<file path="config.mk">
export PLATFORM = sky130hd
export DESIGN_NAME = sram_req_arbiter
export DESIGN_NICKNAME = d
export VERILOG_FILES = /design/src/rtl/sram_arb_pkg.sv /design/src/rtl/rr_grant4.sv /design/src/rtl/sram_req_arbiter.sv
export SDC_FILE = /design/constraint.sdc
export NUM_CORES = 1
export LEC_CHECK = 0
export CAP_MARGIN = 30
export CORE_MARGIN = 2
export CORE_UTILIZATION = 40
export DETAILED_ROUTE_END_ITERATION = 8
export GPL_ROUTABILITY_DRIVEN = 0
export PLACE_DENSITY = 0.7
export SLEW_MARGIN = 20
export SYNTH_ARGS = -nofsm -noshare
export SYNTH_HDL_FRONTEND = slang
export SYNTH_SLANG_ARGS = --single-unit
</file>
<file path="constraint.sdc">
create_clock -name clk -period 6 [get_ports clk]
set_clock_uncertainty 0.1 [all_clocks]
set_input_delay 0.6 -clock clk [delete_from_list [all_inputs] [get_ports clk]]
set_output_delay 0.6 -clock clk [all_outputs]
set_load 0.02 [all_outputs]
</file>
<file path="src/rtl/sram_arb_pkg.sv">
// Shared constants for the SRAM request arbiter: source/client indices,
// read-return tag layout, turnaround FSM states and a one-hot decode helper.
package sram_arb_pkg;

    localparam int SRC_B_RD = 0;
    localparam int SRC_B_WR = 1;
    localparam int SRC_S_RD = 2;
    localparam int SRC_S_WR = 3;

    localparam logic CLI_B = 1'b0;
    localparam logic CLI_S = 1'b1;

    // Read-return tag entry: {valid, client}
    localparam int TAG_W = 2;

    typedef enum logic {
        ST_ISSUE  = 1'b0,
        ST_BUBBLE = 1'b1
    } arb_state_t;

    function automatic logic [1:0] oh4_to_idx(input logic [3:0] oh);
        return {oh[3] | oh[2], oh[3] | oh[1]};
    endfunction

endpackage

</file>
<file path="src/rtl/rr_grant4.sv">
// Combinational 4-way round-robin picker: first pending source at or after
// the pointer wins; state (pointer) is owned by the parent.
module rr_grant4 (
    input  logic [3:0] pending,
    input  logic [1:0] ptr,
    output logic [3:0] grant
);

    logic [1:0] idx;

    // Walk from farthest to nearest so the nearest pending source overrides.
    always_comb begin
        grant = '0;
        idx   = ptr;
        for (int k = 3; k >= 0; k--) begin
            idx = ptr + 2'(k);
            if (pending[idx]) begin
                grant = 4'b0001 << idx;
            end
        end
    end

endmodule

</file>
<file path="src/rtl/sram_req_arbiter.sv">
// Single-port SRAM front end arbitrating B/S read and write requests round-robin.
// Optional SRAM_ARB_TURNAROUND_EN inserts an idle cycle on read<->write direction changes.
module sram_req_arbiter
    import sram_arb_pkg::*;
#(
    parameter int SRAM_ADDR_WIDTH = 19,
    parameter int SRAM_DATA_WIDTH = 72,
    parameter int READ_LATENCY    = 3
) (
    input  logic                       clk,
    input  logic                       reset,

    input  logic                       b_rd_req,
    input  logic [SRAM_ADDR_WIDTH-1:0] b_rd_addr,
    output logic                       b_rd_ack,
    output logic                       b_rd_vld,
    output logic [SRAM_DATA_WIDTH-1:0] b_rd_data,
    input  logic                       b_wr_req,
    input  logic [SRAM_ADDR_WIDTH-1:0] b_wr_addr,
    input  logic [SRAM_DATA_WIDTH-1:0] b_wr_data,
    output logic                       b_wr_ack,
    output logic                       b_enable,

    input  logic                       s_rd_req,
    input  logic [SRAM_ADDR_WIDTH-1:0] s_rd_addr,
    output logic                       s_rd_ack,
    output logic                       s_rd_vld,
    output logic [SRAM_DATA_WIDTH-1:0] s_rd_data,
    input  logic                       s_wr_req,
    input  logic [SRAM_ADDR_WIDTH-1:0] s_wr_addr,
    input  logic [SRAM_DATA_WIDTH-1:0] s_wr_data,
    output logic                       s_wr_ack,
    output logic                       s_enable,

    output logic [SRAM_ADDR_WIDTH-1:0] sram_addr,
    output logic [SRAM_DATA_WIDTH-1:0] sram_wr_data,
    output logic                       sram_we,
    output logic                       sram_rd_en,
    input  logic [SRAM_DATA_WIDTH-1:0] sram_rd_data
);

    localparam int AW = SRAM_ADDR_WIDTH;
    localparam int DW = SRAM_DATA_WIDTH;

    logic [3:0]    req;
    logic [3:0]    pending;
    logic [AW-1:0] req_addr [4];
    logic [AW-1:0] addr_q   [4];
    logic [DW-1:0] b_wr_data_q;
    logic [DW-1:0] s_wr_data_q;

    logic [3:0]    grant;
    logic [1:0]    ptr;
    logic [1:0]    win;
    logic          issue;
    arb_state_t    state, state_nxt;

    logic [3:0]    ack_q;
    logic          rd_cli_p0;
    logic [TAG_W-1:0] rd_tag_p [READ_LATENCY];
    logic          tag_vld;
    logic          tag_cli;

    assign req = {s_wr_req, s_rd_req, b_wr_req, b_rd_req};
    assign req_addr[SRC_B_RD] = b_rd_addr;
    assign req_addr[SRC_B_WR] = b_wr_addr;
    assign req_addr[SRC_S_RD] = s_rd_addr;
    assign req_addr[SRC_S_WR] = s_wr_addr;

    // Request slots: a req only lands in an empty slot; the winner clears at issue.
    always_ff @(posedge clk) begin
        if (reset) begin
            pending <= '0;
        end else begin
            for (int i = 0; i < 4; i++) begin
                if (issue && win == 2'(i)) begin
                    pending[i] <= 1'b0;
                end else if (req[i]) begin
                    pending[i] <= 1'b1;
                end
            end
        end
    end

    always_ff @(posedge clk) begin
        for (int i = 0; i < 4; i++) begin
            if (req[i] && !pending[i]) begin
                addr_q[i] <= req_addr[i];
            end
        end
        if (b_wr_req && !pending[SRC_B_WR]) b_wr_data_q <= b_wr_data;
        if (s_wr_req && !pending[SRC_S_WR]) s_wr_data_q <= s_wr_data;
    end

    rr_grant4 u_rr_grant4 (
        .pending (pending),
        .ptr     (ptr),
        .grant   (grant)
    );

    assign win = oh4_to_idx(grant);

`ifdef SRAM_ARB_TURNAROUND_EN
    // A grant opposite in direction to the strobe on the bus now waits one cycle.
    always_comb begin
        state_nxt = state;
        issue     = 1'b0;
        case (state)
            ST_ISSUE: begin
                if (|grant) begin
                    if ((win[0] && sram_rd_en) || (!win[0] && sram_we)) begin
                        state_nxt = ST_BUBBLE;
                    end else begin
                        issue = 1'b1;
                    end
                end
            end
            ST_BUBBLE: begin
                issue     = |grant;
                state_nxt = ST_ISSUE;
            end
            default: state_nxt = ST_ISSUE;
        endcase
    end
`else
    always_comb begin
        state_nxt = ST_ISSUE;
        issue     = (|grant) && (state == ST_ISSUE);
    end
`endif

    always_ff @(posedge clk) begin
        if (reset) begin
            state <= ST_ISSUE;
        end else begin
            state <= state_nxt;
        end
    end

    // Issue stage: SRAM strobes and client acks are registered together.
    always_ff @(posedge clk) begin
        if (reset) begin
            ptr          <= 2'd0;
            sram_we      <= 1'b0;
            sram_rd_en   <= 1'b0;
            sram_addr    <= '0;
            sram_wr_data <= '0;
            ack_q        <= '0;
            rd_cli_p0    <= 1'b0;
        end else begin
            sram_we    <= issue & win[0];
            sram_rd_en <= issue & ~win[0];
            ack_q      <= issue ? grant : 4'b0000;
            rd_cli_p0  <= win[1];
            if (issue) begin
                ptr       <= win + 2'd1;
                sram_addr <= addr_q[win];
                if (win[0]) begin
                    sram_wr_data <= win[1] ? s_wr_data_q : b_wr_data_q;
                end
            end
        end
    end

    assign b_rd_ack = ack_q[SRC_B_RD];
    assign b_wr_ack = ack_q[SRC_B_WR];
    assign s_rd_ack = ack_q[SRC_S_RD];
    assign s_wr_ack = ack_q[SRC_S_WR];

    // Tag stages: {valid, client} follows each read for READ_LATENCY cycles.
    always_ff @(posedge clk) begin
        if (reset) begin
            for (int i = 0; i < READ_LATENCY; i++) begin
                rd_tag_p[i] <= '0;
            end
        end else begin
            rd_tag_p[0] <= {sram_rd_en, rd_cli_p0};
            for (int i = 1; i < READ_LATENCY; i++) begin
                rd_tag_p[i] <= rd_tag_p[i-1];
            end
        end
    end

    assign tag_vld = rd_tag_p[READ_LATENCY-1][1];
    assign tag_cli = rd_tag_p[READ_LATENCY-1][0];

    // Return stage: capture SRAM data for the client at tag exit.
    always_ff @(posedge clk) begin
        if (reset) begin
            b_rd_vld  <= 1'b0;
            s_rd_vld  <= 1'b0;
            b_rd_data <= '0;
            s_rd_data <= '0;
        end else begin
            b_rd_vld <= tag_vld && (tag_cli == CLI_B);
            s_rd_vld <= tag_vld && (tag_cli == CLI_S);
            if (tag_vld && tag_cli == CLI_B) b_rd_data <= sram_rd_data;
            if (tag_vld && tag_cli == CLI_S) s_rd_data <= sram_rd_data;
        end
    end

    assign b_enable = !pending[SRC_B_RD];
    assign s_enable = !pending[SRC_S_RD];

endmodule

</file>
# After elaboration in Yosys (flattened, before gate mapping)
# Memory sizes are Yosys's and may differ from the RTL's. A register that Yosys moved wholly into a read port is not among the register bits.
# Index checks and enable logic that the tools add are counted.
dict set report word_totals {
  latch_bits 0
  output_inout_bits 245
  ff_bits 375
  ramBits 82
  romBits 0
  n_memories 2
  word_cells 92
}
# name depth word_bits read_ports rd_ports_with_merged_regs wr line_no
set memory_table {}
lappend memory_table {addr_q 4 19 1 1 4 sram_req_arbiter.sv:48} ;# logic [AW-1:0] addr_q [4];
lappend memory_table {rd_tag_p 3 2 3 0 3 sram_req_arbiter.sv:60} ;# logic [TAG_W-1:0] rd_tag_p [READ_LATENCY];
dict set report classes {
  n_addsub 4
  mux 27
  shift 4
  n_div 0
  reduce_logical 22
  n_lt_le_gt_ge 4
  n_eq_ne 3
  multipliers 0
  bitwise_logic 10
}
# operator n
set ops {}
lappend ops {{$mux W72} 1}
lappend ops {{$mux W4} 4}
lappend ops {{$shl A1 B2 Y4 const A} 4}
lappend ops {{$mux W1} 15}
lappend ops {{$lt A2 B3 Y1 const B} 4}
lappend ops {{$logic_and A1 B1 Y1} 10}
lappend ops {{$reduce_or A2 Y1} 5}
lappend ops {{$bmux W1 S2} 4}
lappend ops {{$mux W2} 3}
lappend ops {{$or A1 B1 Y1} 5}
lappend ops {{$add A2 B1 Y2 const B} 2}
lappend ops {{$add A2 B2 Y2 const B} 2}
lappend ops {{$eq A2 B2 Y1 const B} 2}
lappend ops {{$logic_not A1 Y1} 4}
lappend ops {{$reduce_or A4 Y1} 1}
lappend ops {{$not A1 Y1} 3}
lappend ops {{$and A1 B1 Y1} 2}
lappend ops {{$eq A2 B1 Y1 const B} 1}
lappend ops {{$logic_not A2 Y1} 1}
lappend ops {{$reduce_and A2 Y1} 1}

# Longest topological paths before layout
# Gate-level depths: netlist of the first run.
dict set report logic_depth {
  ltp_word 11
  depth_mapped 13
}

# Cells and area by module
# Synthesis of the first run repeated with hierarchy kept, for this count alone.
dict set report hier_totals {
  cells_unflattened 1468
  hier_area_um2 17037.6
}
# module n_inst area_each_um2 cells_each
set by_module_without_submodules {}
lappend by_module_without_submodules {sram_req_arbiter 1 16624.7 1421}
lappend by_module_without_submodules {rr_grant4 1 412.9 47}

# Worst setup path before layout of the first run
# No wires, ideal clock.
dict set report synth_path {
  path_type {input to register}
  from {input b_wr_req}
  to {memory addr_q[1][0] (netlist name), enable pin}
  setup_ns 0.552
  required_ns 5.348
  setup_slack_ns 0.780
  path_stages 1
  path_buffers 0
  t_arrival_ns 4.568
  path_cell_list {nor2b_1}
}
# item line_no
set synth_lines {}
lappend synth_lines {{from (decl)} sram_req_arbiter.sv:18} ;# input logic b_wr_req,
lappend synth_lines {{to (decl)} sram_req_arbiter.sv:48}

# Final worst setup path of the first run
dict set report layout_path {
  from {register ptr[0]}
  to {register sram_addr[3], read port of addr_q}
}
dict set report layout_between {
  elab_chain_len 8
  word_cells_on_any_way 22
  cone_classes {add/sub (3); shift (4); mux (12); bitwise (2); reduce/logical (1)}
}
# item line_no
set layout_lines {}
lappend layout_lines {{from (decl)} sram_req_arbiter.sv:53} ;# logic [1:0] ptr;
lappend layout_lines {{from (signal assigned)} sram_req_arbiter.sv:156} ;# ptr <= win + 2'd1;
lappend layout_lines {{$add A2 B2 Y2} rr_grant4.sv:16} ;# idx = ptr + 2'(k);
lappend layout_lines {{$bmux W1 S2} rr_grant4.sv:17} ;# if (pending[idx]) begin
lappend layout_lines {{$mux W1 (implied by the code)} rr_grant4.sv:17}
lappend layout_lines {{$mux W4 (3 in series)} rr_grant4.sv:17}
lappend layout_lines {{$mux W4 *} rr_grant4.sv:17}
lappend layout_lines {{$reduce_or A4 Y1 / $or A1 B1 Y1 (equally long branches)} {sram_req_arbiter.sv:128, sram_arb_pkg.sv:22}}
lappend layout_lines {{to (decl)} sram_req_arbiter.sv:35} ;# output logic [SRAM_ADDR_WIDTH-1:0] sram_addr,
# Mark *: on every way between the ends. The rest lies on a longest branch, timed or not. The select of a mux whose other input is x is not followed.
# A chain may end at the register's enable or synchronous reset.

==> results of run 1 <==
cell families (layout without fill, tap and decap cells):
family / count (synthesis) / count (layout) / share of synthesized area (%)
AOI/OAI and AO/OA: 272 / 272 / 12.0
adders and majority gates: 11 / 11 / 0.804
buffers and inverters: 113 / 660 / 2.95
DFF: 476 / 476 / 68.5
muxes: 29 / 29 / 1.96
other: 0 / 9 / 0
and+or+nand+nor: 592 / 592 / 13.8
worst max-delay path by stage:
| stage | from | to | depth (start not counted) |
|---|---|---|---|
| after floorplan | b_wr_req | addr_q[1][0]$_DFFE_PP_ | 1 |
| after global placement | ptr[0]$_SDFFE_PP0N_ | sram_addr[18]$_SDFFE_PP0N_ | 9 |
| after detailed placement | ptr[0]$_SDFFE_PP0N_ | sram_addr[8]$_SDFFE_PP0N_ | 9 |
| after CTS | ptr[0]$_SDFFE_PP0N_ | sram_addr[3]$_SDFFE_PP0N_ | 9 |
| after global routing | ptr[0]$_SDFFE_PP0N_ | sram_addr[11]$_SDFFE_PP0N_ | 9 |
| final | ptr[0]$_SDFFE_PP0N_ | sram_addr[3]$_SDFFE_PP0N_ | 9 |
power by group:
group | switching, mW | internal, mW | leakage (nW)
logic | 3.41 | 1.99 | 3.56
clock network | 1.24 | 1.66 | 0.775
registers | 0.253 | 4.02 | 4.20
metal layers:
layer	up-vias	global-route usage (%)	share of wire (%)
li1	6224	-	-
met3	122	7.43	9.1
met2	528	38.1	49
met1	6186	24.3	37
met5	-	0	0.17
met4	12	11.2	4.3
flip-flops by register name, indices dropped and copies added, names as in the netlist:
signal / cells
sram_rd_en: 1
s_wr_data_q: 72
s_rd_vld: 1
sram_addr: 19
b_rd_data: 72
b_wr_data_q: 72
pending: 4
ack_q: 4
sram_wr_data: 72
rd_tag_p: 6
b_rd_vld: 1
ptr: 2
s_rd_data: 72
addr_q: 76
sram_we: 1
rd_cli_p0: 1
cells in the final DEF, fill, tap and decap left out, types with 2 or more instances in the layout:
master,count
nand3b_1,2
and3_1,2
ha_1,11
clkbuf_1,10
nor2_1,104
buf_4,15
buf_12,3
or3_1,19
a211oi_1,3
o211ai_1,19
edfxtp_1,220
nor2b_4,3
a2111oi_4,2
mux2_2,3
clkinv_2,14
mux2i_1,22
nand2_1,438
clkbuf_16,50
a311oi_1,32
mux4_2,3
nand2b_1,3
clkdlybuf4s50_1,541
a311oi_2,40
a21oi_1,148
nor2b_1,8
dfxtp_1,256
clkinv_1,4
clkbuf_8,8
nor3_1,4
inv_1,9
diode_2,9
o22ai_1,21
stage by stage:
step | std cells | cell area [um2] | setup slack (ps) | hold slack, ps | power [mW]
after floorplan | 1493 | 17100 | 780 | 314 | 8.18
after global placement | 2487 | 22900 | 1610 | 318 | 9.55
after detailed placement | 2489 | 23000 | 1450 | 323 | 9.73
after CTS | 2578 | 24500 | 1400 | 336 | 12.7
after global routing | 2586 | 24600 | 1100 | 349 | 13.3
final | 2588 | 24600 | 1440 | 332 | 12.6
final cells by class:
type                       instances  area [um2]
fill                            3477       17600
sequential                       476       11700
timing repair buffer             561        5630
multi-input combinational        904        4930
clock buffer                      67        1390
tap                              539         674
clock inverter                    22         164
inverter                          10        38.8
antenna                            9        22.5
worst register-to-register path, stage by stage, from the launching register on:
cell and delay [ps]:
dfxtp_1 680, inv_1 210, ha_1 450, mux4_2 650, nor2b_1 190, o31a_4 330
nand2_4 80, buf_4 660, nand2b_1 730, o22ai_1 380
==> insert_results.sql, run 1 <==
INSERT INTO impl_metrics (metric_group, metric, value, unit) VALUES
('critical_path', 'criticalPathCategory', 'reg -> reg', ''),
('route', 'first_drt_iteration_drcs', '871', ''),
('cts', 'cts_post_setup_buffers_inserted', '0', ''),
('power_and_ir_drop', 'power.density', '512', 'nW/um2'),
('cts', 'cts_made_buffers', '49', ''),
('sta', 'min_period_over_period', '76.0', '%'),
('cts', 'clock_insertion_delay_at_the_later_pin_of_the_skew_report', '580', 'ps'),
('sta', 'setup_tns', '0', 'ps'),
('cells_and_area', 'design.final.nets', '2311', ''),
('sta', 'tightest_slew', '913', 'ps'),
('synth', 'synthMostInstantiatedCell', 'nand2_1', ''),
('sta', 'clock_period_minus_final_worst_setup_slack', '4560', 'ps'),
('critical_path', 'timing.reg2reg.worst_path_depth', '9', ''),
('grt', 'grt_pass1_vias', '13311', ''),
('sta', 'rsz_0062_raised_after_global_routing', 'false', ''),
('floorplanning', 'placement_rows', '75', ''),
('route', 'wirelength', '50800', 'um'),
('cts', 'numClockSinks', '476', ''),
('critical_path', 'slowest_stage', 'nand2b_1', ''),
('synth', 'synth_ff_type', 'dfxtp_1', ''),
('critical_path', 'worstPathBufferInverterCount', '2', ''),
('grt', 'grt_start_max_net_pins', '89', ''),
('cts', 'cts_max_path_buffers', '3', ''),
('critical_path', 'critPathMaxStageDelay', '720', 'ps'),
('hold_path', 'hold_crit_path_type', 'reg -> reg', ''),
('run', 'maxCapViolations', '0', ''),
('synth', 'synth_cell_types', '41', ''),
('sta', 'setup_viol_count_final', '0', ''),
('synth', 'number_of_nets_produced_by_synthesis', '1802', ''),
('synth', 'ys.warnings.count', '0', ''),
('critical_path', 'crit-reg2reg-capture', 'sram_addr[3]$_SDFFE_PP0N_', ''),
('cts', 'cts_max_level', '2', ''),
('critical_path', 'timing.critical_path.fanout_max', '75', ''),
('grt', 'global_route.overflow_total', '0', ''),
('synth', 'post_synth_inst_count', '1493', ''),
('route', 'drt-vias-per-instance', '5.05', ''),
('route', 'final_antenna_net_count', '0', ''),
('cells_and_area', 'layout_utilization', '58.3', '%'),
('synth', 'synthesis.area_per_instance', '11.5', 'um2'),
('grt', 'initial_antenna_violation_count', '16', ''),
('synth', 'synth_commonest_cells', '439 x nand2_1, 256 x dfxtp_1, 220 x edfxtp_1', ''),
('placement', 'detailed_place_hpwl', '35300', 'um'),
('floorplanning', 'floorplan.die.width', '211', 'um'),
('critical_path', 'worstReg2RegStart', 'ptr[0]$_SDFFE_PP0N_', ''),
('cells_and_area', 'area_growth_syn_to_layout', '43.5', '%'),
('route', 'post-route-drc-count', '0', ''),
('synth', 'synth.ff_latch_count', '476', ''),
('synth', 'synth_area', '17100', 'um2'),
('cells_and_area', 'fraction_of_final_layout_cells_sized_beyond_drive_strength_1', '7.79', '%'),
('cts', 'cts_stage_hold_buffer_count', '0', ''),
('hold_path', 'holdCritStartpoint', 'rd_cli_p0$_SDFF_PP0_', ''),
('grt', 'globalRouteTotalUtil', '22.1', '%'),
('cts', 'clk_root_buffer_cell', 'clkbuf_16', ''),
('critical_path', 'reg_to_reg_slack_setup', '1440', 'ps'),
('synth', 'number_of_enable_type_register_cells_in_the_synthesized_netlist', '220', ''),
('route', 'wl_per_cell', '19.6', 'um'),
('floorplanning', 'initial_core_utilization', '40.6', '%'),
('status', 'outcome', 'finished clean', ''),
('power_and_ir_drop', 'total_leakage_power', '8.53', 'nW'),
('hold_path', 'min_delay_path_depth', '1', ''),
('critical_path', 'setup.worst_path.start_class', 'flip-flop', ''),
('synth', 'post-synth-top-area-fraction', '38.6', '%'),
('placement', 'numPortBuffers', '542', ''),
('critical_path', 'cp.required', '6380', 'ps'),
('critical_path', 'worstPathCellList', 'inv_1 -> ha_1 -> mux4_2 -> nor2b_1 -> o31a_4 -> nand2_4 -> buf_4 -> nand2b_1 -> o22ai_1', ''),
('synth', 'synth_sequential_area_ratio', '68.5', '%'),
('route', 'first_pass_iters', '5', ''),
('synth', 'synth-async-reset-ratio', '0', '%'),
('floorplanning', 'die_ar', '44500', 'um2'),
('grt', 'grt_first_pass_wirelength', '74900', 'um'),
('sta', 'maxSlewViolCount', '0', '');
Note: power is estimated with default switching activity, not from simulation.
==> inputs of run 2 (changes only) <==
==> constraint.sdc (replaced) <==
create_clock -name clk -period 4.7 [get_ports clk]
set_clock_uncertainty 0.1 [all_clocks]
set_input_delay 0.47 -clock clk [delete_from_list [all_inputs] [get_ports clk]]
set_output_delay 0.47 -clock clk [all_outputs]
set_load 0.02 [all_outputs]
==> insert_results.sql, run 2 (synthesized netlist as in run 1, its figures left out) <==
INSERT INTO impl_metrics (metric_group, metric, value, unit) VALUES
('cells_and_area', 'final_cells', '2591', ''),
('power_and_ir_drop', 'power_report.internal_total', '9.97', 'mW'),
('grt', 'globalRouteTotalUtil', '22.3', '%'),
('critical_path', 'worstPathCellList', 'inv_1 -> ha_1 -> mux4_2 -> a2111oi_4 -> o31a_4 -> nand2_4 -> clkinv_2 -> buf_12 -> nand2_1 -> a311oi_1', ''),
('cts', 'cts_stage_hold_buffer_count', '0', ''),
('power_and_ir_drop', 'sequentialPowerShare', '33.4', '%'),
('grt', 'grt_pass1_vias', '12961', ''),
('placement', 'dp_cells', '2494', ''),
('cts', 'cts.reportedPaths.clkPinSlew', '60', 'ps'),
('sta', 'clock_period_minus_final_worst_setup_slack', '3890', 'ps'),
('cells_and_area', 'max_flop_register', 'addr_q', ''),
('critical_path', 'setup.worst_path.start_class', 'flip-flop', ''),
('critical_path', 'critPathMaxStageDelay', '710', 'ps'),
('power_and_ir_drop', 'combinationalPowerShare', '43.2', '%'),
('cts', 'cts_made_buffers', '49', ''),
('cts', 'clock_insertion_delay_at_the_later_pin_of_the_skew_report', '580', 'ps'),
('cts', 'post_cts_resize_count', '0', ''),
('critical_path', 'reg_to_reg_slack_setup', '810', 'ps'),
('power_and_ir_drop', 'clock_power_share', '23.4', '%'),
('sta', 'setup_tns', '0', 'ps'),
('critical_path', 'crit-reg2reg-capture', 'sram_wr_data[48]$_SDFFE_PP0P_', ''),
('sta', 'timing.fmax', '257', 'MHz'),
('critical_path', 'timing.critical_path.max_delay_family', 'compound AO/OA/AOI/OAI gates', ''),
('cts', 'numClockSinks', '476', ''),
('sta', 'min_period_over_period', '82.9', '%'),
('critical_path', 'arrival_worst_endpoint', '4270', 'ps'),
('cells_and_area', 'fraction_of_final_layout_cells_sized_beyond_drive_strength_1', '8.01', '%'),
('power_and_ir_drop', 'switching_power', '6.38', 'mW'),
('route', 'drt-vias-per-instance', '5.08', ''),
('floorplanning', 'placement_rows', '75', ''),
('cells_and_area', 'design.final.nets', '2315', ''),
('placement', 'numPortBuffers', '542', ''),
('route', 'wirelength', '51200', 'um'),
('sta', 'final_layout_worst_hold_slack', '278', 'ps'),
('placement', 'detailed_place_hpwl', '35500', 'um'),
('sta', 'maxSlewViolCount', '0', ''),
('floorplanning', 'coreArea', '42100', 'um2'),
('critical_path', 'worstPathBufferInverterCount', '3', ''),
('critical_path', 'slowest_stage', 'dfxtp_1', ''),
('grt', 'initial_antenna_violation_count', '10', ''),
('sta', 'rsz_0062_raised_after_global_routing', 'false', ''),
('floorplanning', 'floorplan.die.width', '211', 'um'),
('floorplanning', 'i_o_pin_cnt', '543', ''),
('critical_path', 'timing.critical_path.fanout_max', '51', ''),
('grt', 'global_route.overflow_total', '0', ''),
('run', 'maxCapViolations', '0', ''),
('floorplanning', 'die_ar', '44500', 'um2'),
('sta', 'setup_viol_count_final', '0', ''),
('route', 'wl_per_cell', '19.8', 'um'),
('sta', 'tightest_slew', '888', 'ps'),
('route', 'first_drt_iteration_drcs', '862', ''),
('route', 'first_pass_iters', '5', ''),
('critical_path', 'criticalPathCategory', 'reg -> reg', ''),
('critical_path', 'setup.worst_path.end_class', 'flip-flop', ''),
('floorplanning', 'initial_core_utilization', '40.6', '%'),
('floorplanning', 'die_height', '211', 'um'),
('power_and_ir_drop', 'power.density', '662', 'nW/um2'),
('route', 'post-route-drc-count', '0', ''),
('critical_path', 'crit_end', 'sram_wr_data[48]$_SDFFE_PP0P_', ''),
('power_and_ir_drop', 'switch_share', '39.0', '%'),
('hold_path', 'hold_crit_path_type', 'in -> reg', ''),
('status', 'outcome', 'finished clean', ''),
('critical_path', 'worstReg2RegStart', 'ptr[0]$_SDFFE_PP0N_', ''),
('critical_path', 'count_of_cell_instances_traversed_by_the_critical_path', '10', ''),
('route', 'final_antenna_net_count', '0', ''),
('cts', 'clk_root_buffer_cell', 'clkbuf_16', ''),
('critical_path', 'cp.required', '5080', 'ps'),
('cells_and_area', 'final_cell_mix', '541 x clkdlybuf4s50_1, 438 x nand2_1, 256 x dfxtp_1, 220 x edfxtp_1, 148 x a21oi_1', ''),
('route', 'via_count', '13170', ''),
('cells_and_area', 'commonest_non_fill_non_tap_cell_in_the_layout', 'clkdlybuf4s50_1', ''),
('cts', 'cts_tree', 'built', ''),
('grt', 'grt_start_max_net_pins', '97', ''),
('cells_and_area', 'area_growth_syn_to_layout', '44.2', '%'),
('power_and_ir_drop', 'total_leakage_power', '8.58', 'nW'),
('power_and_ir_drop', 'ir_drop', '0.000906', 'V'),
('sta', 'hold_viol_final', '0', ''),
('cts', 'cts_max_level', '2', ''),
('sta', 'timing.slew.headroom', '40.7', '%'),
('grt', 'grt_first_pass_wirelength', '75600', 'um'),
('critical_path', 'timing.reg2reg.worst_path_depth', '10', ''),
('cts', 'cts_post_setup_buffers_inserted', '0', ''),
('cells_and_area', 'largest_reg_flops', '76', ''),
('cts', 'cts_max_path_buffers', '3', ''),
('cells_and_area', 'layout.filler_cells', '3411', ''),
('critical_path', 'crit_path_start', 'ptr[0]$_SDFFE_PP0N_', '');
## run 2: area by class of cell
class | instances | area (um2) | area share (%)
Multi-Input combinational cell | 904 | 4930 | 20.0
Inverter | 10 | 38.8 | 0.157
Clock buffer | 70 | 1410 | 5.69
Clock inverter | 22 | 189 | 0.765
Antenna cell | 5 | 12.5 | 0.0507
Tap cell | 539 | 674 | 2.73
Timing Repair Buffer | 565 | 5720 | 23.1
Sequential cell | 476 | 11700 | 47.5
## run 2: layer usage
layer | GRT usage [%] | vias to the layer above | routed length [um]
met1 | 25.6 | 6309 | 19400
met5 | 0 | - | 75
met2 | 38.2 | 515 | 25300
li1 | - | 6237 | -
met4 | 8.06 | 12 | 1530
met3 | 8.16 | 97 | 4850
## run 2: worst register-to-register path, delay by kind of cell (launching register included)
family,cells,cell delay (ps)
flops,1,710
mux,1,660
compound gates,3,860
fa+ha+maj,1,450
buf+inv,3,810
simple gates,2,200
## run 2: power by group through the flow
stage,Combinational (mW),Clock (mW),Sequential [mW]
floorplan,4.58,0,5.84
finish,7.05,3.83,5.46
CTS,7.11,3.91,5.46
global route,7.71,4.09,5.52
detailed placement,7.07,0,5.54
global placement,6.87,0,5.52
## run 2: how the worst min path moves through the flow
stage                         startpoint                        end  slack (ps)  depth (start not counted)
6_report                           reset         sram_we$_SDFF_PP0_         280                          2
3_5_place_dp   rd_tag_p[0][3]$_SDFF_PP0_  rd_tag_p[0][5]$_SDFF_PP0_         330                          1
3_3_place_gp        rd_cli_p0$_SDFF_PP0_  rd_tag_p[0][0]$_SDFF_PP0_         330                          1
4_1_cts                            reset  rd_tag_p[0][3]$_SDFF_PP0_         260                          2
5_1_grt                            reset  rd_tag_p[0][5]$_SDFF_PP0_         280                          2
2_1_floorplan       rd_cli_p0$_SDFF_PP0_  rd_tag_p[0][0]$_SDFF_PP0_         310                          1
## run 2: per-stage QoR
step / util [%] / cell area (um2) / setup WS (ps) / total power, mW
floorplan: - / 17100 / 1310 / 10.4
global placement: 54.6 / 23000 / 1010 / 12.4
detailed placement: 54.8 / 23100 / 807 / 12.6
CTS: 58.6 / 24700 / 775 / 16.5
global route: 58.6 / 24700 / 514 / 17.3
finish: 58.6 / 24700 / 806 / 16.3
